## src/rtl/cam_cmd_ctrl.sv

```systemverilog
// cam_cmd_ctrl: single-outstanding command sequencer in front of a CAM (write/read/search ports).
// Define CAM_CMD_CTRL_STATS_EN to add saturating SEARCH hit/miss counters.
module cam_cmd_ctrl #(
  parameter int unsigned DATA_W  = 32,
  parameter int unsigned INDEX_W = 5,
  parameter int unsigned CAM_LAT = 1,
  parameter int unsigned CNT_W   = 16
) (
  input  logic               clk_i,
  input  logic               rst_i,
  input  logic               cmd_valid_i,
  output logic               cmd_ready_o,
  input  logic [1:0]         cmd_op_i,
  input  logic [INDEX_W-1:0] cmd_index_i,
  input  logic [DATA_W-1:0]  cmd_data_i,
  output logic               rsp_valid_o,
  input  logic               rsp_ready_i,
  output logic [1:0]         rsp_op_o,
  output logic               rsp_hit_o,
  output logic               rsp_err_o,
  output logic [INDEX_W-1:0] rsp_index_o,
  output logic [DATA_W-1:0]  rsp_data_o,
  output logic               cam_write_enable_o,
  output logic [INDEX_W-1:0] cam_write_index_o,
  output logic [DATA_W-1:0]  cam_write_data_o,
  output logic [INDEX_W-1:0] cam_read_index_o,
  input  logic [DATA_W-1:0]  cam_read_value_i,
  input  logic               cam_read_valid_i,
  output logic               cam_search_enable_o,
  output logic [DATA_W-1:0]  cam_search_data_o,
  input  logic [INDEX_W-1:0] cam_search_index_i,
`ifdef CAM_CMD_CTRL_STATS_EN
  output logic [CNT_W-1:0]   stat_hit_cnt_o,
  output logic [CNT_W-1:0]   stat_miss_cnt_o,
`endif
  input  logic               cam_search_valid_i
);

  if (CAM_LAT < 1 || CAM_LAT > 4 || CNT_W < 1) begin : g_param_check
    $error("cam_cmd_ctrl: CAM_LAT must be 1..4 and CNT_W >= 1");
  end

  typedef enum logic [1:0] {IDLE, ISSUE, WAIT, RESP} state_e;
  typedef enum logic [1:0] {OP_READ, OP_WRITE, OP_SEARCH, OP_ILLEGAL} op_e;

  state_e               state_q, state_d;
  logic                 live_q, live_d;
  logic [1:0]           op_q, op_d;
  logic [INDEX_W-1:0]   index_q, index_d;
  logic [DATA_W-1:0]    data_q, data_d;
  logic [2:0]           wait_cnt_q, wait_cnt_d;
  logic [1:0]           rsp_op_q, rsp_op_d;
  logic                 rsp_hit_q, rsp_hit_d;
  logic                 rsp_err_q, rsp_err_d;
  logic [INDEX_W-1:0]   rsp_index_q, rsp_index_d;
  logic [DATA_W-1:0]    rsp_data_q, rsp_data_d;
`ifdef CAM_CMD_CTRL_STATS_EN
  logic [CNT_W-1:0]     hit_cnt_q, hit_cnt_d;
  logic [CNT_W-1:0]     miss_cnt_q, miss_cnt_d;
`endif

  // live_q keeps cmd_ready_o low while in reset and for the release cycle
  assign cmd_ready_o         = live_q && (state_q == IDLE);
  assign rsp_valid_o         = (state_q == RESP);
  assign cam_write_enable_o  = (state_q == ISSUE) && (op_q == OP_WRITE);
  assign cam_search_enable_o = (state_q == ISSUE) && (op_q == OP_SEARCH);
  assign cam_write_index_o   = index_q;
  assign cam_write_data_o    = data_q;
  assign cam_read_index_o    = index_q;
  assign cam_search_data_o   = data_q;
  assign rsp_op_o            = rsp_op_q;
  assign rsp_hit_o           = rsp_hit_q;
  assign rsp_err_o           = rsp_err_q;
  assign rsp_index_o         = rsp_index_q;
  assign rsp_data_o          = rsp_data_q;
`ifdef CAM_CMD_CTRL_STATS_EN
  assign stat_hit_cnt_o      = hit_cnt_q;
  assign stat_miss_cnt_o     = miss_cnt_q;
`endif

  always_comb begin
    state_d     = state_q;
    live_d      = 1'b1;
    op_d        = op_q;
    index_d     = index_q;
    data_d      = data_q;
    wait_cnt_d  = wait_cnt_q;
    rsp_op_d    = rsp_op_q;
    rsp_hit_d   = rsp_hit_q;
    rsp_err_d   = rsp_err_q;
    rsp_index_d = rsp_index_q;
    rsp_data_d  = rsp_data_q;
`ifdef CAM_CMD_CTRL_STATS_EN
    hit_cnt_d   = hit_cnt_q;
    miss_cnt_d  = miss_cnt_q;
`endif
    unique case (state_q)
      IDLE: begin
        if (cmd_valid_i && cmd_ready_o) begin
          op_d    = cmd_op_i;
          index_d = cmd_index_i;
          data_d  = cmd_data_i;
          if (cmd_op_i == OP_ILLEGAL) begin
            state_d     = RESP;
            rsp_op_d    = cmd_op_i;
            rsp_hit_d   = 1'b0;
            rsp_err_d   = 1'b1;
            rsp_index_d = '0;
            rsp_data_d  = '0;
          end else begin
            state_d = ISSUE;
          end
        end
      end
      ISSUE: begin
        wait_cnt_d = '0;
        state_d    = WAIT;
      end
      WAIT: begin
        if (wait_cnt_q == 3'(CAM_LAT - 1)) begin
          state_d     = RESP;
          rsp_op_d    = op_q;
          rsp_err_d   = 1'b0;
          rsp_hit_d   = 1'b0;
          rsp_index_d = index_q;
          rsp_data_d  = data_q;
          if (op_q == OP_READ) begin
            rsp_hit_d  = cam_read_valid_i;
            rsp_data_d = cam_read_value_i;
          end else if (op_q == OP_SEARCH) begin
            rsp_hit_d   = cam_search_valid_i;
            rsp_index_d = cam_search_valid_i ? cam_search_index_i : '0;
`ifdef CAM_CMD_CTRL_STATS_EN
            if (cam_search_valid_i) begin
              if (hit_cnt_q != '1) hit_cnt_d = hit_cnt_q + 1'b1;
            end else begin
              if (miss_cnt_q != '1) miss_cnt_d = miss_cnt_q + 1'b1;
            end
`endif
          end
        end else begin
          wait_cnt_d = wait_cnt_q + 3'd1;
        end
      end
      RESP: begin
        if (rsp_ready_i) state_d = IDLE;
      end
      default: state_d = IDLE;
    endcase
  end

  always_ff @(posedge clk_i or posedge rst_i) begin
    if (rst_i) begin
      state_q     <= IDLE;
      live_q      <= 1'b0;
      op_q        <= '0;
      index_q     <= '0;
      data_q      <= '0;
      wait_cnt_q  <= '0;
      rsp_op_q    <= '0;
      rsp_hit_q   <= 1'b0;
      rsp_err_q   <= 1'b0;
      rsp_index_q <= '0;
      rsp_data_q  <= '0;
`ifdef CAM_CMD_CTRL_STATS_EN
      hit_cnt_q   <= '0;
      miss_cnt_q  <= '0;
`endif
    end else begin
      state_q     <= state_d;
      live_q      <= live_d;
      op_q        <= op_d;
      index_q     <= index_d;
      data_q      <= data_d;
      wait_cnt_q  <= wait_cnt_d;
      rsp_op_q    <= rsp_op_d;
      rsp_hit_q   <= rsp_hit_d;
      rsp_err_q   <= rsp_err_d;
      rsp_index_q <= rsp_index_d;
      rsp_data_q  <= rsp_data_d;
`ifdef CAM_CMD_CTRL_STATS_EN
      hit_cnt_q   <= hit_cnt_d;
      miss_cnt_q  <= miss_cnt_d;
`endif
    end
  end

endmodule

```

## config.mk

```make
export PLATFORM = sky130hd
export DESIGN_NAME = cam_cmd_ctrl
export DESIGN_NICKNAME = d
export VERILOG_FILES = /design/src/rtl/cam_cmd_ctrl.sv
export SDC_FILE = /design/constraint.sdc
export NUM_CORES = 1
export LEC_CHECK = 0
export CAP_MARGIN = 20
export CELL_PAD_IN_SITES_DETAIL_PLACEMENT = 0
export CELL_PAD_IN_SITES_GLOBAL_PLACEMENT = 1
export CORE_UTILIZATION = 32
export CTS_BUF_LIST = sky130_fd_sc_hd__clkbuf_2 sky130_fd_sc_hd__clkbuf_4 sky130_fd_sc_hd__clkbuf_8
export CTS_CLUSTER_SIZE = 28
export DETAILED_ROUTE_END_ITERATION = 16
export GPL_ROUTABILITY_DRIVEN = 1
export GPL_TIMING_DRIVEN = 0
export PLACE_DENSITY_LB_ADDON = 0.1
export SLEW_MARGIN = 5
export SYNTH_ARGS = -nofsm -noshare
export SYNTH_HDL_FRONTEND = slang
export SYNTH_SLANG_ARGS = --single-unit
```

## constraint.sdc

```tcl
create_clock -name clk_i -period 3.44 [get_ports clk_i]
set_clock_uncertainty 0.1 [all_clocks]
set_input_delay 0.688 -clock clk_i [delete_from_list [all_inputs] [get_ports clk_i]]
set_output_delay 0.688 -clock clk_i [all_outputs]
set_load 0.01 [all_outputs]
```

-- Yosys cells after proc, flatten, opt, wreduce, memory -nomap -nowiden
Index checks and enable logic that the tools add are counted.
- register bits after elaboration: 86
- bits in latches: 0
- memory bits (writable): 0
- bits in read-only memories: 0
- bits of input ports: 82
- output and inout bits: 119
- memories: 0
- add/subtract/negate cells: 1
- multiply operators: 0
- div/mod/pow operators: 0
- $lt $le $gt $ge: 0
- equal/unequal tests: 11
- shift-type cells: 0
- multiplexer cells: 33
- bitwise operators: 0
- reduce and logical (&&, ||, !) cells: 13
- operators by type and width (kind ; count):
    32-bit 2-to-1 mux ; 4
    32-bit case mux with 2 select lines ; 1
    5-bit 2-to-1 mux ; 6
    2-bit 2-to-1 mux ; 7
    5-bit case mux with 2 select lines ; 1
    2-bit equality test (second input constant) ; 4
    1-bit 2-to-1 mux ; 8
    2-bit case mux with 4 select lines ; 1
    2-bit by 1-bit inequality test with 1-bit output (second input constant) ; 3
    3-bit case mux with 2 select lines ; 1
    2-bit by 1-bit equality test with 1-bit output (second input constant) ; 2
    1-bit logical AND ; 4
    2-bit logical NOT ; 2
    2-bit inequality test (second input constant) ; 2
    1-bit case mux with 2 select lines ; 2
    2-bit case mux with 2 select lines ; 1
    2-bit AND reduction ; 2
    4-bit AND reduction ; 1
    2-bit nonzero test ; 2
    3-bit by 1-bit adder with 3-bit output (second input constant) ; 1
    3-bit logical NOT ; 1
    3-bit 2-to-1 mux ; 1
    3-bit AND reduction ; 1

-- Longest topological paths before layout
Gate-level depths: netlist of the first run.
- word-level depth: 5
- gate-level depth with buffers: 8

-- Least setup slack after synthesis of the first run
No wires, ideal clock.
- kind: reg-to-reg
- start: register state_q[0]
- end: register data_q[16], in the netlist cam_search_data_o[16]
- library setup time: 0.125 ns
- data arrival time: 1.684 ns
- data required time: 3.215 ns
- setup slack: 1.531 ns
- cell stages (with the launch flop): 8
- path buffers: 2
- clock period less this slack: 1.909 ns
- cell sequence: dfrtp_1 -> inv_1 -> ha_1 -> and2_1 -> nand2_1 -> buf_2 -> buf_2 -> mux2_2
- cells in the longest elaborated chain, start to end: 4
- ends and longest elaborated chain (what ; RTL line ; RTL):
    start: declaration ; 46 ; state_e state_q, state_d;
    start signal: assignment ; 170 ; state_q <= state_d;
    2-bit logical NOT ; 63 ; assign cmd_ready_o = live_q && (state_q == IDLE);
    1-bit logical AND ; 63 ;
    via cmd_ready_o ; 12 ; output logic cmd_ready_o,
    1-bit logical AND ; 99 ; if (cmd_valid_i && cmd_ready_o) begin
    2-bit AND reduction (no line) ; n/a ;
    end signal: assignment ; 174 ; data_q <= data_d;
    end: declaration ; 50 ; logic [DATA_W-1:0] data_q, data_d;
The timed path passes the listed nets, and every way through them passes these cells.
A chain may end at the register's enable or synchronous reset.

-- Final worst setup path of the first run
- start: register op_q[1]
- end: output port cam_search_enable_o
- cells in the longest elaborated chain, start to end: 2
- ends and longest elaborated chain (what ; RTL line ; RTL):
    start: declaration ; 48 ; logic [1:0] op_q, op_d;
    start signal: assignment ; 172 ; op_q <= op_d;
    2-bit equality test ; 66 ; assign cam_search_enable_o = (state_q == ISSUE) && (op_q == OP_SEARCH);
    1-bit logical AND ; 66 ;
    end: declaration ; 29 ; output logic cam_search_enable_o,
No other way between the ends.

==> metrics.md, run 1 <==
| Metric | Value |
|---|---|
| Status | `finished clean` |
| Initial antenna violation count | `0` |
| Postcts setup bufs | `0` |
| Die H | `118.7 µm` |
| Crit Path Class | `reg -> out` |
| Final wirelength | `11.87 mm` |
| Slew headroom | `47.87%` |
| Cts repair resizes | `0` |
| Max cap viols | `0` |
| Post-synthesis cell type count | `32` |
| Pwr/cell area | `a little under 900 nW/µm²` |
| # DRC | `0` |
| Vias | `3372` |
| Row count | `42` |
| Syn nets | `approximately 440` |
| # diodes | `0` |
| Reg2Reg Launch Point | `state_q[0]` |
| Area contributors post-synth | `dfrtp_1 (49%), o31ai_2 (10%), mux2_2 (10%)` |
| Post-synth top area share | `49.41%` |
| CTS tree | `built` |
| Via/cell ratio | `between 4 and 5` |
| Fraction of layout cells with a size suffix above 1 | `26.32%` |
| Slew @ Worst Pin | `0.7819 ns` |
| DP HPWL | `about 8.8 mm` |
| Type of the worst min-delay path | `reg -> reg` |
| R2R cell count | `7` |
| Clock latency on the worst-skew pair | `0.36 ns` |
| Worst hold endpoint | `rsp_data_o[1]` |
| Placement Setup Slack | `between 0.9 and 1 ns` |
| Number of synthesized flops with an enable pin | `0` |
| Leakage | `~0.0029 µW` |
| H-tree depth | `3` |
| Hold Violations, Final | `0` |
| Vias in the first global route | `around 3400` |
| Crit end category | `output pin` |
| DRT iter0 DRCs | `118` |
| Clock transition at the registers of the reported paths | `0.08 ns` |
| Worst EP arrival | `2.11 ns` |
| Total grt overflow | `0` |
| Max Clock Freq | `345.0 MHz` |
| Crit path max fanout | `10` |
| Core area | `13240 µm²` |
| Post-Route Utilization | `51.25%` |
| Routed Antenna Nets | `0` |
| Slew Viols, Final | `0` |
| TritonCTS Buffers | `9` |
| CTS sink cnt | `86` |
| Wirelength per Cell | `around 16 µm` |
| Clock Tree Root | `clkbuf_8` |
| Area of the die | `14080 µm²` |
| Ys async rst share | `100.0%` |
| R2R setup slack | `1.20 ns` |
| CP startpoint kind | `register` |
| Largest area contributor in the netlist | `dfrtp_1` |
| Die width | `~120 µm` |
| GRT Total Usage | `17.38%` |
| Area grow syn2layout | `55.82%` |
| Synthesized area per cell | `12.30 µm²` |
| DRT Pass-1 Iters | `4` |
| Maximum vdd drop | `between 0.3 and 0.4 mV` |
| Final net count | `~660` |
| Period utilization | `a little over four fifths` |
| First-pass GRT wire length | `18.79 mm` |
| Mapped Area | `4355 µm²` |
| Critical Path RT | `~2.7 ns` |
| Post-Synthesis Cells | `354` |
| Fillers | `1195` |
| Reg-to-reg critical path endpoint | `cam_search_data_o[16]` |
| Synth cell count leaders | `dfrtp_1 (86), nand2_1 (45), mux2_2 (39), buf_4 (37)` |
| Hold buffers post-CTS | `0` |
| Post-layout minimum cycle time | `just under 3 ns` |
| Largest net degree at the start of global routing | `slightly below 60` |
| WHS Path Cells | `2` |
| Most common flop cell mapped by yosys | `dfrtp_1` |
| Cell with the most instances after synthesis | `dfrtp_1` |
| Final worst slack | `0.5417 ns` |
| I/O pins | `~200` |
| Routability cong. | `0.7695` |
| Clock buffer depth | `2` |
| Yosys warns | `0` |
| Initial core utilization | `32.89%` |
| Seq/Total Area, Yosys | `49.41%` |
| RSZ-0062 raised after global routing | `false` |
| Worst hold path startpoint | `rsp_data_o[1]` |
| Final setup viols | `0` |
| Port buffer count | `200` |
| Seq cells post-synth | `86` |
[critical path, stage by stage, from the launching register on]
cell and delay [ns]:
dfrtp_1 0.47, nor2b_1 0.21, clkbuf_1 0.35, and2_1 0.20
clkdlybuf4s50_1 0.53
[state kept, by name, indices dropped and copies added (netlist names), 2 cells and up]
name and cells:
cam_read_index_o 5, cam_search_data_o 32, op_q 2, rsp_data_o 32, rsp_index_o 5, rsp_op_o 2, state_q 2, wait_cnt_q 3
[cells by family (layout without fill, tap and decap cells)]
group	Yosys count	after routing	synth area share [%]
AOI/OAI and AO/OA	57	57	13.70
xor gates and xnor gates	1	1	0.2011
adders and majority gates	7	7	2.011
buffers and inverters	67	283	10.20
DFF	86	86	49.41
muxes	75	75	18.36
other	1	1	0.08610
and+or+nand+nor	60	60	6.033
[how the worst max path moves through the flow]
stage	from	endpoint	depth (start not counted)
after floorplan	rst_i	cam_read_index_o[0]	1
after global placement	rst_i	cam_read_index_o[3]	2
after detailed placement	op_q[1]	cam_search_enable_o	4
after CTS	op_q[1]	cam_search_enable_o	4
after global routing	op_q[1]	cam_search_enable_o	4
final	op_q[1]	cam_search_enable_o	4
[cell type report]
type	count	area, µm²	area share [%]
inverters	8	32.53	0.4794
clock buffers	14	173.9	2.563
multi-input cells	201	1759	25.92
well taps	176	220.2	3.245
plain buffers	59	414.1	6.103
flip-flops and latches	86	2152	31.71
repair buffers	201	2029	29.90
clock inverters	1	5.005	0.07375
[routing by layer]
metal | vias up | wire (µm) | track usage [%]
li1 | 1624 | - | -
met1 | 1616 | 5343 | 22.05
met2 | 119 | 5642 | 28.51
met3 | 13 | 694 | 4.151
met4 | 0 | 185 | 6.646
met5 | - | 0 | 0
[metrics by stage]
stage	cells	TNS [ns]	total power, µW	instance area, µm²	hold WS [ns]
2_1_floorplan	354	0	3756	4355	0.3913
3_3_place_gp	730	-106.75	5413	6578	0.3654
3_5_place_dp	731	0	5475	6608	0.3708
4_1_cts	746	0	6170	6787	0.3887
5_1_grt	746	0	6452	6787	0.4034
6_report	746	0	6055	6787	0.3855
[power by group]
group          total, µW  switching [µW]  internal [µW]
clock network        674             351            322
registers           1730             324           1400
logic               3650            1610           2040
total               6060            2290           3770
[cell usage in the layout (no fill, tap or decap), types with 2 or more instances in the layout]
cell type        netlist  routed
clkdlybuf4s50_1        0     200
dfrtp_1               86      86
nand2_1               45      45
mux2_2                39      39
buf_4                 37      37
mux2i_1               36      36
o31ai_2               36      36
buf_2                 13      13
clkbuf_8               0      11
inv_1                  8       7
ha_1                   7       7
nor2b_1                6       6
a31oi_1                6       6
buf_6                  5       5
o21ai_0                5       5
clkbuf_1               3       3
clkbuf_4               0       3
and2_1                 2       2
nor2_1                 2       2
a21oi_1                2       2
o31ai_1                2       2
Note: power is estimated with default switching activity, not from simulation.
==> run 2: changes to the inputs <==
Clock period 3.44 ns to 3 ns, I/O delays scaled along.
==> results of run 2 <==
The final DEF is identical to that of run 1. Status: finished clean.
Among the figures that moved: setup slack after placement 0.9186 ns -> 0.5666 ns; setup slack after layout 0.5417 ns -> 0.1897 ns; register-to-register setup slack 1.20 ns -> 0.76 ns; total power 6055 µW -> 6943 µW; worst IR drop on VDD 0.3964 mV -> 0.4546 mV
==> run 3: changes to the inputs <==
Settings changed: GPL_ROUTABILITY_DRIVEN 1 to 0.
==> results of run 3 <==
The final DEF is identical to that of run 1. Status: finished clean.
Among the figures that moved: setup slack after placement 0.9186 ns -> 0.5666 ns; setup slack after layout 0.5417 ns -> 0.1897 ns; register-to-register setup slack 1.20 ns -> 0.76 ns; total power 6055 µW -> 6943 µW; worst IR drop on VDD 0.3964 mV -> 0.4546 mV
